## config.mk

```make
export PLATFORM = sky130hd
export DESIGN_NAME = pipeline_ctrl
export DESIGN_NICKNAME = d
export VERILOG_FILES = /design/src/rtl/rv32_pipe_pkg.sv /design/src/rtl/pipeline_ctrl_hazard_detect.sv /design/src/rtl/pipeline_ctrl.sv
export SDC_FILE = /design/constraint.sdc
export NUM_CORES = 1
export LEC_CHECK = 0
export CAP_MARGIN = 20
export CORE_AREA = 2 2 39 41
export DETAILED_ROUTE_END_ITERATION = 12
export DIE_AREA = 0 0 41 43
export MAX_ROUTING_LAYER = met4
export PLACE_DENSITY = 0.74
export SYNTH_ARGS = -nofsm -noshare
export SYNTH_HDL_FRONTEND = slang
export SYNTH_SLANG_ARGS = --single-unit
```

## constraint.sdc

```tcl
create_clock -name clk -period 3.91 [get_ports clk]
set_clock_uncertainty 0.15 [all_clocks]
set_input_delay 0.391 -clock clk [delete_from_list [all_inputs] [get_ports clk]]
set_output_delay 0.391 -clock clk [all_outputs]
set_load 0.1 [all_outputs]
```

## src/rtl/rv32_pipe_pkg.sv

```systemverilog
// ----------------------------------------------------------------------------
// rv32_pipe_pkg
//
// Shared definitions for the RV32 5-stage pipeline control slice.
//
// Contents:
//   NUM_WIDTH_DEF - default register-number width (5 bits -> x0..x31)
//   REG_X0        - register number of the hard-wired zero register
//   pipe_state_e  - scheduler state encoding (ST_RUN / ST_SQUASH)
//   pipe_ctrl_t   - bundle of the five pipeline control strobes
// ----------------------------------------------------------------------------
package rv32_pipe_pkg;

    localparam int NUM_WIDTH_DEF = 5;
    localparam int REG_X0        = 0;

    // ST_RUN    : normal operation.
    // ST_SQUASH : a fetch issued on the abandoned path is still in flight and
    //             its returning word must be thrown away.
    typedef enum logic {
        ST_RUN    = 1'b0,
        ST_SQUASH = 1'b1
    } pipe_state_e;

    typedef struct packed {
        logic pc_hold;
        logic ifid_hazard;
        logic ifid_flush;
        logic idex_flush;
        logic back_hold;
    } pipe_ctrl_t;

endpackage : rv32_pipe_pkg

```

## src/rtl/pipeline_ctrl_hazard_detect.sv

```systemverilog
// ----------------------------------------------------------------------------
// hazard_detect
//
// Combinational load-use comparator. Flags the case where the instruction in
// ID reads a register that the load currently in EX is about to write, so the
// ID instruction must wait one cycle for the load data.
//
// Ports:
//   id_rd_num1   in  [NUM_WIDTH] ID source register 1
//   id_rd_num2   in  [NUM_WIDTH] ID source register 2
//   id_rs1_used  in  1           ID instruction actually reads rs1
//   id_rs2_used  in  1           ID instruction actually reads rs2
//   ex_mem_read  in  1           EX instruction is a load
//   ex_wr_num    in  [NUM_WIDTH] EX destination register
//   load_use     out 1           load-use hazard present this cycle
// ----------------------------------------------------------------------------
module hazard_detect
    import rv32_pipe_pkg::*;
#(
    parameter int NUM_WIDTH = NUM_WIDTH_DEF
) (
    input  logic [NUM_WIDTH-1:0] id_rd_num1,
    input  logic [NUM_WIDTH-1:0] id_rd_num2,
    input  logic                 id_rs1_used,
    input  logic                 id_rs2_used,
    input  logic                 ex_mem_read,
    input  logic [NUM_WIDTH-1:0] ex_wr_num,
    output logic                 load_use
);

    logic wr_live;
    logic rs1_hit;
    logic rs2_hit;

    always_comb begin
        // A load targeting x0 writes nothing, so it can never create a hazard.
        wr_live  = (ex_wr_num != NUM_WIDTH'(REG_X0));
        rs1_hit  = id_rs1_used && (id_rd_num1 == ex_wr_num);
        rs2_hit  = id_rs2_used && (id_rd_num2 == ex_wr_num);
        load_use = ex_mem_read && wr_live && (rs1_hit || rs2_hit);
    end

endmodule : hazard_detect

```

## src/rtl/pipeline_ctrl.sv

```systemverilog
// ----------------------------------------------------------------------------
// pipeline_ctrl
//
// Central stall/flush scheduler for the RV32 5-stage pipeline. Arbitrates
// data-memory waits, taken-branch redirects, load-use hazards and fetch waits
// under a single fixed priority and drives the PC / IF/ID / ID/EX / back-end
// control strobes. Tracks a fetch left in flight by a redirect (SQUASH) so
// that the stale word is discarded when it finally arrives.
//
// Optional feature (macro PIPE_PERF_CNT_EN): saturating stall and redirect
// flush counters, exposed as stall_cnt / flush_cnt.
//
// Ports:
//   clk              in  1           clock, rising edge
//   rst              in  1           synchronous active-high reset
//   id_rd_num1/2     in  [NUM_WIDTH] ID source registers
//   id_rs1/2_used    in  1           ID instruction reads rs1 / rs2
//   ex_mem_read      in  1           EX instruction is a load
//   ex_wr_num        in  [NUM_WIDTH] EX destination register
//   ex_branch_taken  in  1           EX redirects the PC this cycle
//   imem_ready       in  1           fetch data valid (level)
//   dmem_req         in  1           MEM access issued (one-cycle pulse)
//   dmem_ready       in  1           MEM access complete
//   pc_hold          out 1           PC keeps its value
//   ifid_hazard      out 1           IF/ID holds its contents
//   ifid_flush       out 1           IF/ID clears on the next edge
//   idex_flush       out 1           ID/EX loads a bubble
//   back_hold        out 1           ID/EX, EX/MEM, MEM/WB hold
//   state_o          out 1           0=RUN, 1=SQUASH
//   stall_cnt        out [CNT_WIDTH] cycles with pc_hold=1 (feature only)
//   flush_cnt        out [CNT_WIDTH] redirect/squash flush cycles (feature only)
//
// Handshake: imem_ready is a level that stays stable while pc_hold=1;
// dmem_req is a single-cycle pulse per access and the access is outstanding
// until the cycle in which dmem_ready=1.
// ----------------------------------------------------------------------------
module pipeline_ctrl
    import rv32_pipe_pkg::*;
#(
    parameter int NUM_WIDTH = NUM_WIDTH_DEF
`ifdef PIPE_PERF_CNT_EN
    ,
    parameter int CNT_WIDTH = 32
`endif
) (
    input  logic                 clk,
    input  logic                 rst,
    input  logic [NUM_WIDTH-1:0] id_rd_num1,
    input  logic [NUM_WIDTH-1:0] id_rd_num2,
    input  logic                 id_rs1_used,
    input  logic                 id_rs2_used,
    input  logic                 ex_mem_read,
    input  logic [NUM_WIDTH-1:0] ex_wr_num,
    input  logic                 ex_branch_taken,
    input  logic                 imem_ready,
    input  logic                 dmem_req,
    input  logic                 dmem_ready,
    output logic                 pc_hold,
    output logic                 ifid_hazard,
    output logic                 ifid_flush,
    output logic                 idex_flush,
    output logic                 back_hold,
    output logic                 state_o
`ifdef PIPE_PERF_CNT_EN
    ,
    output logic [CNT_WIDTH-1:0] stall_cnt,
    output logic [CNT_WIDTH-1:0] flush_cnt
`endif
);

    pipe_state_e state_q, state_d;
    logic        dpend_q, dpend_d;
    logic        freeze;
    logic        load_use;
    pipe_ctrl_t  ctrl;
    logic        redirect_flush;

    hazard_detect #(
        .NUM_WIDTH (NUM_WIDTH)
    ) u_hazard_detect (
        .id_rd_num1  (id_rd_num1),
        .id_rd_num2  (id_rd_num2),
        .id_rs1_used (id_rs1_used),
        .id_rs2_used (id_rs2_used),
        .ex_mem_read (ex_mem_read),
        .ex_wr_num   (ex_wr_num),
        .load_use    (load_use)
    );

    // ------------------------------------------------------------------
    // Data-memory wait tracking. dpend remembers an access that was issued
    // but not completed in its request cycle; the back end freezes until
    // the completion cycle, which itself is not frozen.
    // ------------------------------------------------------------------
    always_comb begin
        freeze  = (dmem_req | dpend_q) & ~dmem_ready;
        dpend_d = dpend_q;
        if (dmem_ready) begin
            dpend_d = 1'b0;
        end else if (dmem_req) begin
            dpend_d = 1'b1;
        end
    end

    // ------------------------------------------------------------------
    // Scheduler: control strobes and next state.
    // ------------------------------------------------------------------
    always_comb begin
        ctrl           = '0;
        state_d        = state_q;
        redirect_flush = 1'b0;

        case (state_q)
            ST_RUN: begin
                if (freeze) begin
                    // Whole pipe waits on the data memory. A branch in EX is
                    // held there and gets serviced once the access completes.
                    ctrl.pc_hold     = 1'b1;
                    ctrl.ifid_hazard = 1'b1;
                    ctrl.back_hold   = 1'b1;
                end else if (ex_branch_taken) begin
                    // PC loads the target; the two younger instructions die.
                    ctrl.ifid_flush = 1'b1;
                    ctrl.idex_flush = 1'b1;
                    redirect_flush  = 1'b1;
                    // A fetch still outstanding belongs to the wrong path.
                    if (!imem_ready) begin
                        state_d = ST_SQUASH;
                    end
                end else if (load_use) begin
                    // One-cycle bubble: the load leaves EX next cycle.
                    ctrl.pc_hold     = 1'b1;
                    ctrl.ifid_hazard = 1'b1;
                    ctrl.idex_flush  = 1'b1;
                end else if (!imem_ready) begin
                    // Fetch bubble: nothing valid to pass into ID.
                    ctrl.pc_hold    = 1'b1;
                    ctrl.ifid_flush = 1'b1;
                end
            end

            ST_SQUASH: begin
                // The stale fetch is still outstanding: keep the PC on the
                // target and keep discarding whatever IF presents.
                ctrl.pc_hold    = 1'b1;
                ctrl.ifid_flush = 1'b1;
                redirect_flush  = 1'b1;
                if (freeze) begin
                    ctrl.back_hold = 1'b1;
                end
                if (!freeze && ex_branch_taken) begin
                    // A newer redirect: load the new target, kill ID/EX and
                    // keep squashing since a fetch is still in flight.
                    ctrl.pc_hold    = 1'b0;
                    ctrl.idex_flush = 1'b1;
                end else if (imem_ready) begin
                    // Stale word arrives this cycle and is flushed.
                    state_d = ST_RUN;
                end
            end

            default: begin
                state_d = ST_RUN;
            end
        endcase

        if (rst) begin
            ctrl           = '0;
            redirect_flush = 1'b0;
        end
    end

    always_ff @(posedge clk) begin
        if (rst) begin
            state_q <= ST_RUN;
            dpend_q <= 1'b0;
        end else begin
            state_q <= state_d;
            dpend_q <= dpend_d;
        end
    end

    assign pc_hold     = ctrl.pc_hold;
    assign ifid_hazard = ctrl.ifid_hazard;
    assign ifid_flush  = ctrl.ifid_flush;
    assign idex_flush  = ctrl.idex_flush;
    assign back_hold   = ctrl.back_hold;
    assign state_o     = rst ? 1'b0 : (state_q == ST_SQUASH);

`ifdef PIPE_PERF_CNT_EN
    // ------------------------------------------------------------------
    // Saturating performance counters.
    // ------------------------------------------------------------------
    logic [CNT_WIDTH-1:0] stall_cnt_q, stall_cnt_d;
    logic [CNT_WIDTH-1:0] flush_cnt_q, flush_cnt_d;

    always_comb begin
        stall_cnt_d = stall_cnt_q;
        flush_cnt_d = flush_cnt_q;
        if (ctrl.pc_hold && (stall_cnt_q != '1)) begin
            stall_cnt_d = stall_cnt_q + CNT_WIDTH'(1);
        end
        // Fetch bubbles also raise ifid_flush but are not counted here.
        if (redirect_flush && (flush_cnt_q != '1)) begin
            flush_cnt_d = flush_cnt_q + CNT_WIDTH'(1);
        end
    end

    always_ff @(posedge clk) begin
        if (rst) begin
            stall_cnt_q <= '0;
            flush_cnt_q <= '0;
        end else begin
            stall_cnt_q <= stall_cnt_d;
            flush_cnt_q <= flush_cnt_d;
        end
    end

    assign stall_cnt = stall_cnt_q;
    assign flush_cnt = flush_cnt_q;
`endif

endmodule : pipeline_ctrl

```

=== Word level (Yosys, flattened, before mapping) ===
Cells that the tools add are included.
Widths: inputs -> output; s select.

* $add $sub $neg: 0
* Multiply operators: 0
* Div/mod/pow operators: 0
* Order comparisons: 0
* Equality and inequality tests: 2
* Shifts and indexed selects: 0
* Mux-type cells: 20
* Bitwise gates (word level): 4
* Reductions and logical operators: 9

{| class="wikitable"
|+ Operators by type and width
! cell !! count
|-
| $mux 1 || 12
|-
| $eq 5x5->1 || 2
|-
| $mux 2 || 4
|-
| $pmux 3 s2 || 1
|-
| $logic_and 1x1->1 || 5
|-
| $mux 5 || 1
|-
| $reduce_bool 5->1 || 1
|-
| $pmux 1 s2 || 2
|-
| $not 1->1 || 2
|-
| $reduce_or 2->1 || 1
|-
| $and 1x1->1 || 1
|-
| $logic_not 1->1 || 1
|-
| $logic_or 1x1->1 || 1
|-
| $or 1x1->1 || 1
|}

* Register bits after elaboration: 2
* Latch bits: 0
* Memory bits (writable): 0
* Bits in read-only memories: 0
* Bits of input ports: 24
* Output and inout bits: 6
* Logic and storage cells: 37
* Memories: 0

=== Longest topological paths before layout ===
* Depth in word-level cells: 9
* Gate-level depth with buffers: 4
* Mapped depth without buffers: 4

=== Cells and area by module ===
Synthesis repeated with hierarchy kept, for this count alone.

* Cells, all modules: 40
* Area total of the unflattened synthesis: 325.3 µm²

{| class="wikitable"
|+ By module, submodules not included
! module !! times used !! cells each !! area each (µm²) !! sequential area each (µm²)
|-
| pipeline_ctrl || 1 || 23 || 191.4 || 40.0
|-
| hazard_detect || 1 || 17 || 133.9 || 0.0
|}

=== Least setup slack after synthesis ===
No wires, ideal clock.

* Path type: input-to-output
* Start point: input ex_wr_num[3]
* End point: output pc_hold
* Data arrival time: 3.111 ns
* Data required time: 3.369 ns
* Setup slack: 0.258 ns
* Stages: 4
* Path buffers: 0
* Path through: xor2_1 > nor4_1 > a32oi_1 > o21ai_0

* Word-level cells in the longest chain between the ends: 9
* Elaborated cells on any way between the ends: 13
* Those cells by class: eq/ne: 2; mux: 5; reduce/logical: 6

{| class="wikitable"
|+ RTL lines
! element !! RTL line !! source
|-
| from (decl) || pipeline_ctrl.sv:53 || <nowiki>input logic [NUM_WIDTH-1:0] ex_wr_num,</nowiki>
|-
| $eq 5x5->1, on equally long branches || pipeline_ctrl_hazard_detect.sv:38, pipeline_ctrl_hazard_detect.sv:39 ||
|-
| $logic_and 1x1->1, on equally long branches || pipeline_ctrl_hazard_detect.sv:38, pipeline_ctrl_hazard_detect.sv:39 ||
|-
| $logic_or 1x1->1 || pipeline_ctrl_hazard_detect.sv:40 || <nowiki>load_use = ex_mem_read && wr_live && (rs1_hit || rs2_hit);</nowiki>
|-
| $logic_and 1x1->1 * || pipeline_ctrl_hazard_detect.sv:40 ||
|-
| $mux 1 * || pipeline_ctrl.sv:130 || <nowiki>end else if (load_use) begin</nowiki>
|-
| $mux 2 * || pipeline_ctrl.sv:121 || <nowiki>end else if (ex_branch_taken) begin</nowiki>
|-
| $mux 2 * || pipeline_ctrl.sv:115 || <nowiki>if (freeze) begin</nowiki>
|-
| $pmux 1 s2 * || pipeline_ctrl.sv:113 || <nowiki>case (state_q)</nowiki>
|-
| $mux 5 * || pipeline_ctrl.sv:167 || <nowiki>if (rst) begin</nowiki>
|-
| to (decl) || pipeline_ctrl.sv:58 || <nowiki>output logic pc_hold,</nowiki>
|}

Mark *: on every way between the ends. The rest lies on a longest branch, timed or not.

=== Final worst setup path ===
* Start point: input ex_wr_num[0]
* End point: output ifid_flush

* Word-level cells in the longest chain between the ends: 9
* Elaborated cells on any way between the ends: 13
* Those cells by class: eq/ne: 2; mux: 5; reduce/logical: 6

{| class="wikitable"
|+ RTL lines
! element !! RTL line !! source
|-
| $eq 5x5->1, on equally long branches || pipeline_ctrl_hazard_detect.sv:38, pipeline_ctrl_hazard_detect.sv:39 ||
|-
| $logic_and 1x1->1, on equally long branches || pipeline_ctrl_hazard_detect.sv:38, pipeline_ctrl_hazard_detect.sv:39 ||
|-
| $logic_or 1x1->1 || pipeline_ctrl_hazard_detect.sv:40 ||
|-
| $logic_and 1x1->1 * || pipeline_ctrl_hazard_detect.sv:40 ||
|-
| $mux 1 * || pipeline_ctrl.sv:130 ||
|-
| $mux 2 * || pipeline_ctrl.sv:121 ||
|-
| $mux 2 * || pipeline_ctrl.sv:115 ||
|-
| $pmux 3 s2 * || pipeline_ctrl.sv:113 ||
|-
| $mux 5 * || pipeline_ctrl.sv:167 ||
|-
| to (decl) || pipeline_ctrl.sv:60 || <nowiki>output logic ifid_flush,</nowiki>
|}

Mark *: on every way between the ends. The rest lies on a longest branch, timed or not. The select of a mux whose other input is x is not followed.

==> metrics.md <==
| Metric | Value |
|---|---|
| Result of the run | `finished, final reports clean` |
| Clk_lat worst skew | `roughly 0.22 ns` |
| Die footprint | `around 1800 µm²` |
| Syn_nets | `65` |
| Global Route Usage Sum | `0.1169` |
| TritonRoute pass-1 iters | `4` |
| Total setup buffers inserted after CTS | `0` |
| Largest net degree at the start of global routing | `11` |
| Dpl hpwl | `774.6 µm` |
| Fmax | `roughly 0.38 GHz` |
| Via count | `approximately 410` |
| Area growth, synth to finish | `99.21%` |
| Crit share post-route | `0.6735` |
| Critical Setup Path Class | `in -> out` |
| Sequential power share | `0.149` |
| Dpl cell area | `608.1 µm²` |
| Vias in the first global route | `around 350` |
| Final antenna-violating net count | `0` |
| Resized Gates After CTS | `0` |
| Cell variety after synth | `23` |
| Max-cap violations | `0` |
| Overflow left after global routing | `0` |
| CP arrival | `2.09 ns` |
| Average vias per placed instance | `~4.6` |
| Min Tclk post-route | `~2.6 ns` |
| DRT iter0 DRCs | `4` |
| Fin area | `630.6 µm²` |
| Cell Area, Synth | `316.6 µm²` |
| CP Capture Type | `primary output` |
| Maximum vdd ir drop | `slightly below 0.00006 V` |
| CORE AREA | `1384 µm²` |
| Yosys warnings | `0` |
| Initial Util | `0.2288` |
| Drc violations | `0` |
| Worst rel slew slack | `0.7693` |
| Io pins | `30` |
| Fin Setup TNS | `0 ns` |
| TritonCTS Buffers | `3` |
| CTS clk-pin slew, worst paths | `around 0.03 ns` |
| Final setup viols | `0` |
| Worst-Margin Slew | `~0.35 ns` |
| Clock sinks | `2` |
| Clock Power Share | `0.303` |
| RSZ-0062 raised after global routing | `false` |
| Yosys reg bits | `2` |
| Post-CTS Hold Buffers | `0` |
| Mapped Cells | `41` |
| Share of layout cells above drive strength 1 | `0.1667` |
| Final hold violations | `0` |
| Sw Share | `0.3951` |
| Psw | `60.29 µW` |
| Area leader, netlist | `xor2_1` |
| Finished Core Util | `0.4557` |
| CP Launch Type | `primary input` |
| Area contributors post-synth | `xor2_1, dfxtp_1, nand2b_1` |
| Comb power frac | `0.547` |
| Post-synth top area share | `0.2213` |
| Max Buffers Root-to-Sink | `2` |
| Routability-driven placement congestion ratio | `0.6024` |
| Site row count | `14` |
| P per Cell Area | `roughly 240 nW/µm²` |
| Average cell area after synthesis | `7.721 µm²` |
| # diodes | `0` |
| H-Tree Depth | `1` |
| Root Driver | `clkbuf_4` |
| Port Buf Inserts | `29` |
| First-pass GRT wire length | `1345 µm` |
| Initial antenna violation count | `0` |
| Hold WC Path Type | `reg -> reg` |
| Detailed-route wire length | `between 900 and 1000 µm` |
| Wire length per cell | `between 10 and 15 µm` |
| Die H | `43 µm` |
| Worst Hold Slack | `0.3822 ns` |
| Internal power | `92.32 µW` |
| CTS tree | `done` |
| Max Fanout on Critical Path | `4` |
| Die width | `approximately 41 µm` |
| Max-slew violations | `0` |
| Sequential share of the synthesized area | `0.1265` |
| Leakage Power | `0.2415 nW` |
| CP required | `3.37 ns` |
| Nets | `98` |
final timing paths:
kind / start / to / slack [ns] / depth (start not counted)
max: ex_wr_num[0] / ifid_flush / 1.28 / 6
min: state_q / state_q / 0.38 / 2
max reg2reg: dpend_q / state_q / 2.84 / 3
min reg2reg: state_q / state_q / 0.38 / 2
power by group through the flow:
| stage | Clock (mW) | Combinational [mW] | Sequential [mW] |
|---|---|---|---|
| after floorplan | 0 | 0.0486 | 0.0227 |
| after global placement | 0 | 0.0835 | 0.0230 |
| after detailed placement | 0 | 0.0838 | 0.0230 |
| after CTS | 0.0500 | 0.0840 | 0.0228 |
| after global routing | 0.0508 | 0.0885 | 0.0229 |
| final | 0.0463 | 0.0835 | 0.0228 |
kinds of logic after synthesis:
logic type | after synthesis | share of synthesized area
and+or+nand+nor | 17 | 0.3478
DFF | 2 | 0.1265
buffers and inverters | 1 | 0.01185
AOI/OAI and AO/OA | 11 | 0.2371
xor gates and xnor gates | 10 | 0.2767
layout make-up:
cell class	instances	area (µm²)
Sequential cell	2	40.04
Timing Repair Buffer	29	275.3
Multi-Input combinational cell	38	272.8
Tap cell	16	20.02
Fill cell	156	753.2
Clock buffer	3	22.52
routing by layer:
metal | global-route usage | share of wire | vias to the layer above
met5 | - | 0 | -
met4 | 0.1000 | 0.016 | 0
met3 | 0.02618 | 0.12 | 2
li1 | - | - | 214
met2 | 0.1625 | 0.48 | 27
met1 | 0.1338 | 0.38 | 163
critical path, cell delays in order:
cell	delay (ns)
clkdlybuf4s50_1	0.47
or4_4	0.56
o21ai_2	0.17
or2b_1	0.12
o21a_1	0.10
buf_4	0.28
flip-flops by register name (all words and copies together), names as in the netlist:
signal   flops
state_q      1
dpend_q      1
cell usage in the layout, fill, tap and decap left out:
| cell type | count |
|---|---|
| clkdlybuf4s50_1 | 23 |
| xor2_1 | 8 |
| buf_4 | 6 |
| a21oi_1 | 4 |
| nand2b_1 | 4 |
| nor2_1 | 3 |
| clkbuf_4 | 3 |
| nor4_1 | 2 |
| xnor2_1 | 2 |
| dfxtp_1 | 2 |
| o21bai_2 | 1 |
| and2_0 | 1 |
| a32oi_1 | 1 |
| or4_4 | 1 |
| o21ai_2 | 1 |
| or4_1 | 1 |
| o32ai_1 | 1 |
| or2b_1 | 1 |
| o21a_1 | 1 |
| or4b_1 | 1 |
| nand3b_1 | 1 |
| o21ai_1 | 1 |
| nor2b_1 | 1 |
| o21ai_0 | 1 |
| nand3_1 | 1 |
metrics by stage:
step	setup WS (ns)	std cells	total power [mW]
floorplan	0.2575	41	0.07137
global placement	1.258	85	0.1065
detailed placement	1.256	85	0.1068
global route	1.187	88	0.1622
CTS	1.253	88	0.1568
finish	1.277	88	0.1526
Yosys cell counts:
master,count
o21ai_2,1
or4_1,1
and2_0,1
clkbuf_1,1
a32oi_1,1
xor2_1,8
o21ai_1,1
or2b_1,1
nand3_1,1
or4_4,1
dfxtp_1,2
o21a_1,1
o21ai_0,1
nor2b_1,1
nand2b_1,4
or4b_1,1
nor2_1,3
xnor2_1,2
nor4_1,2
o21bai_2,1
a21oi_1,4
nand3b_1,1
o32ai_1,1
Note: power is estimated with default switching activity, not from simulation.
